===== src/rtl/vga_motion_pkg.sv =====
// Shared types and geometry helpers for the frame-synchronous ball motion scheduler.
package vga_motion_pkg;

    typedef enum logic [1:0] {
        IDLE   = 2'd0,
        CALC_X = 2'd1,
        CALC_Y = 2'd2,
        COMMIT = 2'd3
    } state_t;

    localparam int H_ACTIVE_DEF = 640;
    localparam int V_ACTIVE_DEF = 480;
    localparam int RADIUS_DEF   = 100;

    // Frame tick fires at hpos==TICK_HPOS on the first blanking line (vpos==V_ACTIVE).
    localparam int TICK_HPOS = 0;

    function automatic int axis_min(input int radius);
        return radius;
    endfunction

    function automatic int axis_max(input int active, input int radius);
        return active - 1 - radius;
    endfunction

    function automatic int tick_line(input int v_active);
        return v_active;
    endfunction

    localparam int X_MIN_DEF = axis_min(RADIUS_DEF);
    localparam int X_MAX_DEF = axis_max(H_ACTIVE_DEF, RADIUS_DEF);
    localparam int Y_MIN_DEF = axis_min(RADIUS_DEF);
    localparam int Y_MAX_DEF = axis_max(V_ACTIVE_DEF, RADIUS_DEF);

endpackage


===== src/rtl/axis_bounce_step.sv =====
// One-axis position step with reflection at the [min,max] bounds.
module axis_bounce_step #(
    parameter int W = 10
) (
    input  logic [W-1:0] pos,
    input  logic         dir,
    input  logic [W-1:0] min,
    input  logic [W-1:0] max,
    output logic [W-1:0] next_pos,
    output logic         next_dir,
    output logic         bounce
);

    always_comb begin
        next_pos = pos;
        next_dir = dir;
        bounce   = 1'b0;
        if (dir) begin
            if (pos == max) begin
                next_pos = max - W'(1);
                next_dir = 1'b0;
                bounce   = 1'b1;
            end else begin
                next_pos = pos + W'(1);
            end
        end else begin
            if (pos == min) begin
                next_pos = min + W'(1);
                next_dir = 1'b1;
                bounce   = 1'b1;
            end else begin
                next_pos = pos - W'(1);
            end
        end
    end

endmodule


===== src/rtl/ball_motion_scheduler.sv =====
// Advances the ball only during vertical blanking so the renderer never sees
// coordinates change mid-frame; supports frame divider, pause and single-step.
module ball_motion_scheduler
    import vga_motion_pkg::*;
#(
    parameter int H_ACTIVE = 640,
    parameter int V_ACTIVE = 480,
    parameter int RADIUS   = 100,
    parameter int X_INIT   = 320,
    parameter int Y_INIT   = 240,
    parameter int COORD_W  = 10
) (
    input  logic               clk,
    input  logic               rst_n,
    input  logic [COORD_W-1:0] hpos,
    input  logic [COORD_W-1:0] vpos,
    input  logic               run,
    input  logic               step_req,
    input  logic [2:0]         speed,
    output logic [COORD_W-1:0] ball_x,
    output logic [COORD_W-1:0] ball_y,
    output logic               dir_x,
    output logic               dir_y,
    output logic               bounce_x,
    output logic               bounce_y,
    output logic [7:0]         frame_count,
    output logic               busy
);

    localparam logic [COORD_W-1:0] X_MIN  = COORD_W'(axis_min(RADIUS));
    localparam logic [COORD_W-1:0] X_MAX  = COORD_W'(axis_max(H_ACTIVE, RADIUS));
    localparam logic [COORD_W-1:0] Y_MIN  = COORD_W'(axis_min(RADIUS));
    localparam logic [COORD_W-1:0] Y_MAX  = COORD_W'(axis_max(V_ACTIVE, RADIUS));
    localparam logic [COORD_W-1:0] TICK_H = COORD_W'(TICK_HPOS);
    localparam logic [COORD_W-1:0] TICK_V = COORD_W'(tick_line(V_ACTIVE));

    state_t               state;
    logic [2:0]           div;
    logic                 step_pending;
    logic [COORD_W-1:0]   shadow_x, shadow_y;
    logic                 shadow_dx, shadow_dy, shadow_bx, shadow_by;
    logic [COORD_W-1:0]   nx, ny;
    logic                 ndx, ndy, nbx, nby;
    logic                 frame_tick;

    assign frame_tick = (hpos == TICK_H) && (vpos == TICK_V);
    assign busy       = (state != IDLE);

    axis_bounce_step #(.W(COORD_W)) u_step_x (
        .pos(ball_x), .dir(dir_x), .min(X_MIN), .max(X_MAX),
        .next_pos(nx), .next_dir(ndx), .bounce(nbx)
    );

    axis_bounce_step #(.W(COORD_W)) u_step_y (
        .pos(ball_y), .dir(dir_y), .min(Y_MIN), .max(Y_MAX),
        .next_pos(ny), .next_dir(ndy), .bounce(nby)
    );

    always_ff @(posedge clk) begin
        if (!rst_n) begin
            state        <= IDLE;
            div          <= 3'd0;
            step_pending <= 1'b0;
            frame_count  <= 8'd0;
            ball_x       <= COORD_W'(X_INIT);
            ball_y       <= COORD_W'(Y_INIT);
            dir_x        <= 1'b1;
            dir_y        <= 1'b1;
            bounce_x     <= 1'b0;
            bounce_y     <= 1'b0;
            shadow_x     <= COORD_W'(X_INIT);
            shadow_y     <= COORD_W'(Y_INIT);
            shadow_dx    <= 1'b1;
            shadow_dy    <= 1'b1;
            shadow_bx    <= 1'b0;
            shadow_by    <= 1'b0;
        end else begin
            bounce_x <= 1'b0;
            bounce_y <= 1'b0;
            if (step_req)
                step_pending <= 1'b1;
            case (state)
                IDLE: begin
                    if (frame_tick) begin
                        frame_count <= frame_count + 8'd1;
                        if (run) begin
                            // >= lets a speed decrease mid-count fire on the next tick
                            if (div >= speed) begin
                                div   <= 3'd0;
                                state <= CALC_X;
                            end else begin
                                div <= div + 3'd1;
                            end
                        end else if (step_pending) begin
                            step_pending <= step_req;
                            state        <= CALC_X;
                        end
                    end
                end
                CALC_X: begin
                    shadow_x  <= nx;
                    shadow_dx <= ndx;
                    shadow_bx <= nbx;
                    state     <= CALC_Y;
                end
                CALC_Y: begin
                    shadow_y  <= ny;
                    shadow_dy <= ndy;
                    shadow_by <= nby;
                    state     <= COMMIT;
                end
                COMMIT: begin
                    ball_x   <= shadow_x;
                    ball_y   <= shadow_y;
                    dir_x    <= shadow_dx;
                    dir_y    <= shadow_dy;
                    bounce_x <= shadow_bx;
                    bounce_y <= shadow_by;
                    state    <= IDLE;
                end
                default: state <= IDLE;
            endcase
        end
    end

endmodule


===== config.mk =====
export PLATFORM = sky130hd
export DESIGN_NAME = ball_motion_scheduler
export DESIGN_NICKNAME = d
export VERILOG_FILES = /design/src/rtl/vga_motion_pkg.sv /design/src/rtl/axis_bounce_step.sv /design/src/rtl/ball_motion_scheduler.sv
export SDC_FILE = /design/constraint.sdc
export NUM_CORES = 1
export LEC_CHECK = 0
export BUFFER_PORTS_ARGS = -buffer_cell sky130_fd_sc_hd__clkbuf_2
export CAP_MARGIN = 20
export CORE_MARGIN = 8
export CORE_UTILIZATION = 35
export DETAILED_ROUTE_END_ITERATION = 8
export PLACE_DENSITY_LB_ADDON = 0.25
export REMOVE_ABC_BUFFERS = 1
export SYNTH_ARGS = -nofsm -noshare
export SYNTH_HDL_FRONTEND = slang
export SYNTH_SLANG_ARGS = --single-unit

===== constraint.sdc =====
create_clock -name clk -period 4.8 [get_ports clk]
set_input_delay 0.48 -clock clk [delete_from_list [all_inputs] [get_ports clk]]
set_output_delay 0.48 -clock clk [all_outputs]
set_load 0.1 [all_outputs]

==> metrics.md <==
| Metric | Value |
|---|---|
| WL met1 | 3.93 mm |
| Initial antenna violation count | 0 |
| Max Clock Skew | 0.00901 ns |
| FF/Latch Area | 1240 um2 |
| Synth Flop Type | dfxtp_1 |
| Ys async rst share | 0% |
| Worst Setup End Kind | flop |
| DR WL met3 | 436 um |
| Ant. Diodes | 0 |
| WL/cell | 14.4 um |
| Status | finished, final reports clean |
| RSZ-0062 raised after global routing | false |
| DR WL met2 | 3.75 mm |
| Initial Utilization | 36.1% |
| FF+latch count, synth | 62 |
| Avg Cell Area, Syn | 8.45 um2 |
| Clock root buffer | clkbuf_8 |
| RR Startpoint | ball_x[0] |
| Post-synth EDFFs | 0 |
| Final hold vios | 0 |
| Wirelength, routed | 8.20 mm |
| Post-Synthesis Cells | 395 |
| Min-Delay Path Class | primary input to flop |
| Hold_sp | step_req |
| Final slew viol count | 0 |
| Most frequent cells in the layout | 62 x dfxtp_1, 59 x clkbuf_2, 33 x nand2_1 |
| Resized cells post-CTS | 0 |
| PortBufs | 59 |
| Final layout net count | 479 |
| Core area | 9240 um2 |
| Clock period minus worst slack | 2.27 ns |
| Setup bufs post-CTS | 0 |
| Critical Path AT | 2.54 ns |
| Static Leak | 1.50 nW |
| Initial DRT Pass Iterations | 6 |
| I/O pin total | 60 |
| Starting DRT DRC Count | 211 |
| VDD IR max | 113 uV |
| Setup WS post-layout | 2.53 ns |
| Sequential area share after synthesis | 37.2% |
| FILL cells | 938 |
| PwrDens | 259 nW/um2 |
| Distinct cells, synth | 52 |
| Area growth syn-to-layout | 16.5% |
| Global-route wire length before repair | 13.7 mm |
| Vias | 2997 |
| Required @ worst endpoint | 5.08 ns |
| Routability-driven placement congestion ratio | 0.796 |
| CP startpoint kind | primary input |
| CTS tree | yes |
| Clk pin slew, worst setup/hold paths | 0.07 ns |
| Max frequency | 441 MHz |
| Clock buffer depth | 2 |
| HPWL Detailed | 5.75 mm |
| Vert. Die Dim | 114 um |
| Setup TNS | 0 ns |
| Top Metal Used | met4 |
| Leading cell type in the layout, fill and taps excluded | dfxtp_1 |
| H-tree levels | 3 |
| Final setup vio count | 0 |
| Largest net degree at the start of global routing | 43 |
| Footprint of the multi-input gates | 1930 um2 |
| # hold bufs at CTS | 0 |
| Worst skew pair latency | 0.33 ns |
| Post-Synthesis Cell Area | 3340 um2 |
| Critical path type | primary input to flop |
| Rows | 35 |
| Die Wd | 114 um |
| DP Worst Slack | 2.16 ns |
| Final ANT Viol Nets | 0 |
| Via density | 5.25 |
| Max-cap violations | 0 |
| Fin crit share | 47.2% |
| Slew at the pin closest to its max-slew limit | 0.996 ns |
| All-Layer GR Usage | 12.8% |
| Vias in the first global route | 2877 |
| CP startpoint | rst_n |
| Final core occ | 42.1% |
| Max_slew headroom | 33.5% |
| Die Area | 12900 um2 |
| CP Max Fanout | 42 |
| Clk sink count | 62 |
| Gr ovfl total | 0 |
| Number of remaining DRC errors | 0 |
| Fraction of layout instances using a drive strength above 1 | 19.7% |
| Clock buffer count from CTS | 9 |
| Number of warnings issued by yosys | 0 |
per-layer routing:
layer / track usage [%] / up-vias
met2: 21.0 / 77
met4: 2.93 / 0
met5: 0 / -
li1: - / 1505
met3: 4.33 / 8
met1: 15.7 / 1407
stage by stage:
step           power [mW]  instances  hold slack (ns)  cell area, um2
2_1_floorplan       0.537        368            0.437            3230
4_1_cts              1.02        571            0.389            3890
6_report             1.01        571            0.402            3890
3_3_place_gp        0.555        557            0.447            3690
5_1_grt              1.05        571            0.400            3890
3_5_place_dp        0.555        557            0.460            3690
cell families (layout without fill, tap and decap cells):
family | count (synthesis) | in the layout | synth area share [%]
adder cells (fa/ha/maj) | 13 | 13 | 4.87
buffers and inverters | 43 | 90 | 5.10
AND/OR/NAND/NOR | 148 | 148 | 23.5
flip-flops | 62 | 62 | 37.2
AO/OA/AOI/OAI | 81 | 81 | 15.7
multiplexers | 27 | 27 | 8.14
XOR/XNOR | 21 | 21 | 5.51
state kept, by name, summed over array words and instances, names as in the netlist:
name and cells:
dir_y 1, div 3, shadow_by 1, shadow_bx 1, shadow_y 10, state 2, dir_x 1, ball_y 10
bounce_x 1, ball_x 10, bounce_y 1, shadow_dx 1, shadow_x 10, frame_count 8, shadow_dy 1, step_pending 1
cell type report:
cell class                      instances  share of cell area, %
Inverter                               16                   1.54
Tap cell                              129                   4.15
Timing Repair Buffer                   60                   7.79
Clock buffer                           11                   3.89
Clock inverter                          3                   1.16
Multi-Input combinational cell        290                   49.5
Sequential cell                        62                   31.9
where the power goes:
group          switching (mW)  internal, mW
registers            0.000275         0.515
clock network           0.200         0.262
logic                  0.0159        0.0122
worst paths after layout:
check	to	depth (start not counted)	slack, ns
worst max-delay path	frame_count[4]	4	2.53
worst min register to register	shadow_by	2	0.47
worst min-delay path	step_pending	3	0.40
worst max register to register	shadow_x[8]	7	2.58
cells in the mapped netlist, types with 3 or more instances:
| cell type | count | area, um2 |
|---|---|---|
| nor3_1 | 8 | 40.0 |
| buf_1 | 3 | 11.3 |
| o2bb2ai_1 | 3 | 26.3 |
| clkbuf_1 | 22 | 82.6 |
| o31ai_1 | 3 | 22.5 |
| o21ai_0 | 26 | 130 |
| o22ai_1 | 3 | 18.8 |
| o211ai_1 | 3 | 22.5 |
| and3_1 | 6 | 37.5 |
| inv_1 | 16 | 60.1 |
| xor2_1 | 6 | 52.6 |
| a31oi_1 | 8 | 50.1 |
| nand3_1 | 16 | 80.1 |
| dfxtp_1 | 62 | 1240 |
| o221a_2 | 3 | 33.8 |
| ha_1 | 13 | 163 |
| mux2i_1 | 26 | 260 |
| or4_1 | 7 | 52.6 |
| a21oi_1 | 17 | 85.1 |
| nand4_1 | 9 | 56.3 |
| nand2b_1 | 10 | 62.6 |
| or2_2 | 3 | 18.8 |
| xnor2_1 | 15 | 131 |
| nand2_1 | 33 | 124 |
| nor4_1 | 9 | 56.3 |
| nand3b_1 | 3 | 22.5 |
| nor2_1 | 30 | 113 |
worst max-delay path, cell delays in order:
cell      delay (ns)
clkbuf_2        0.61
inv_1           0.69
or4_1           0.67
nand2_1         0.08
(Power assumes the default switching activity.)
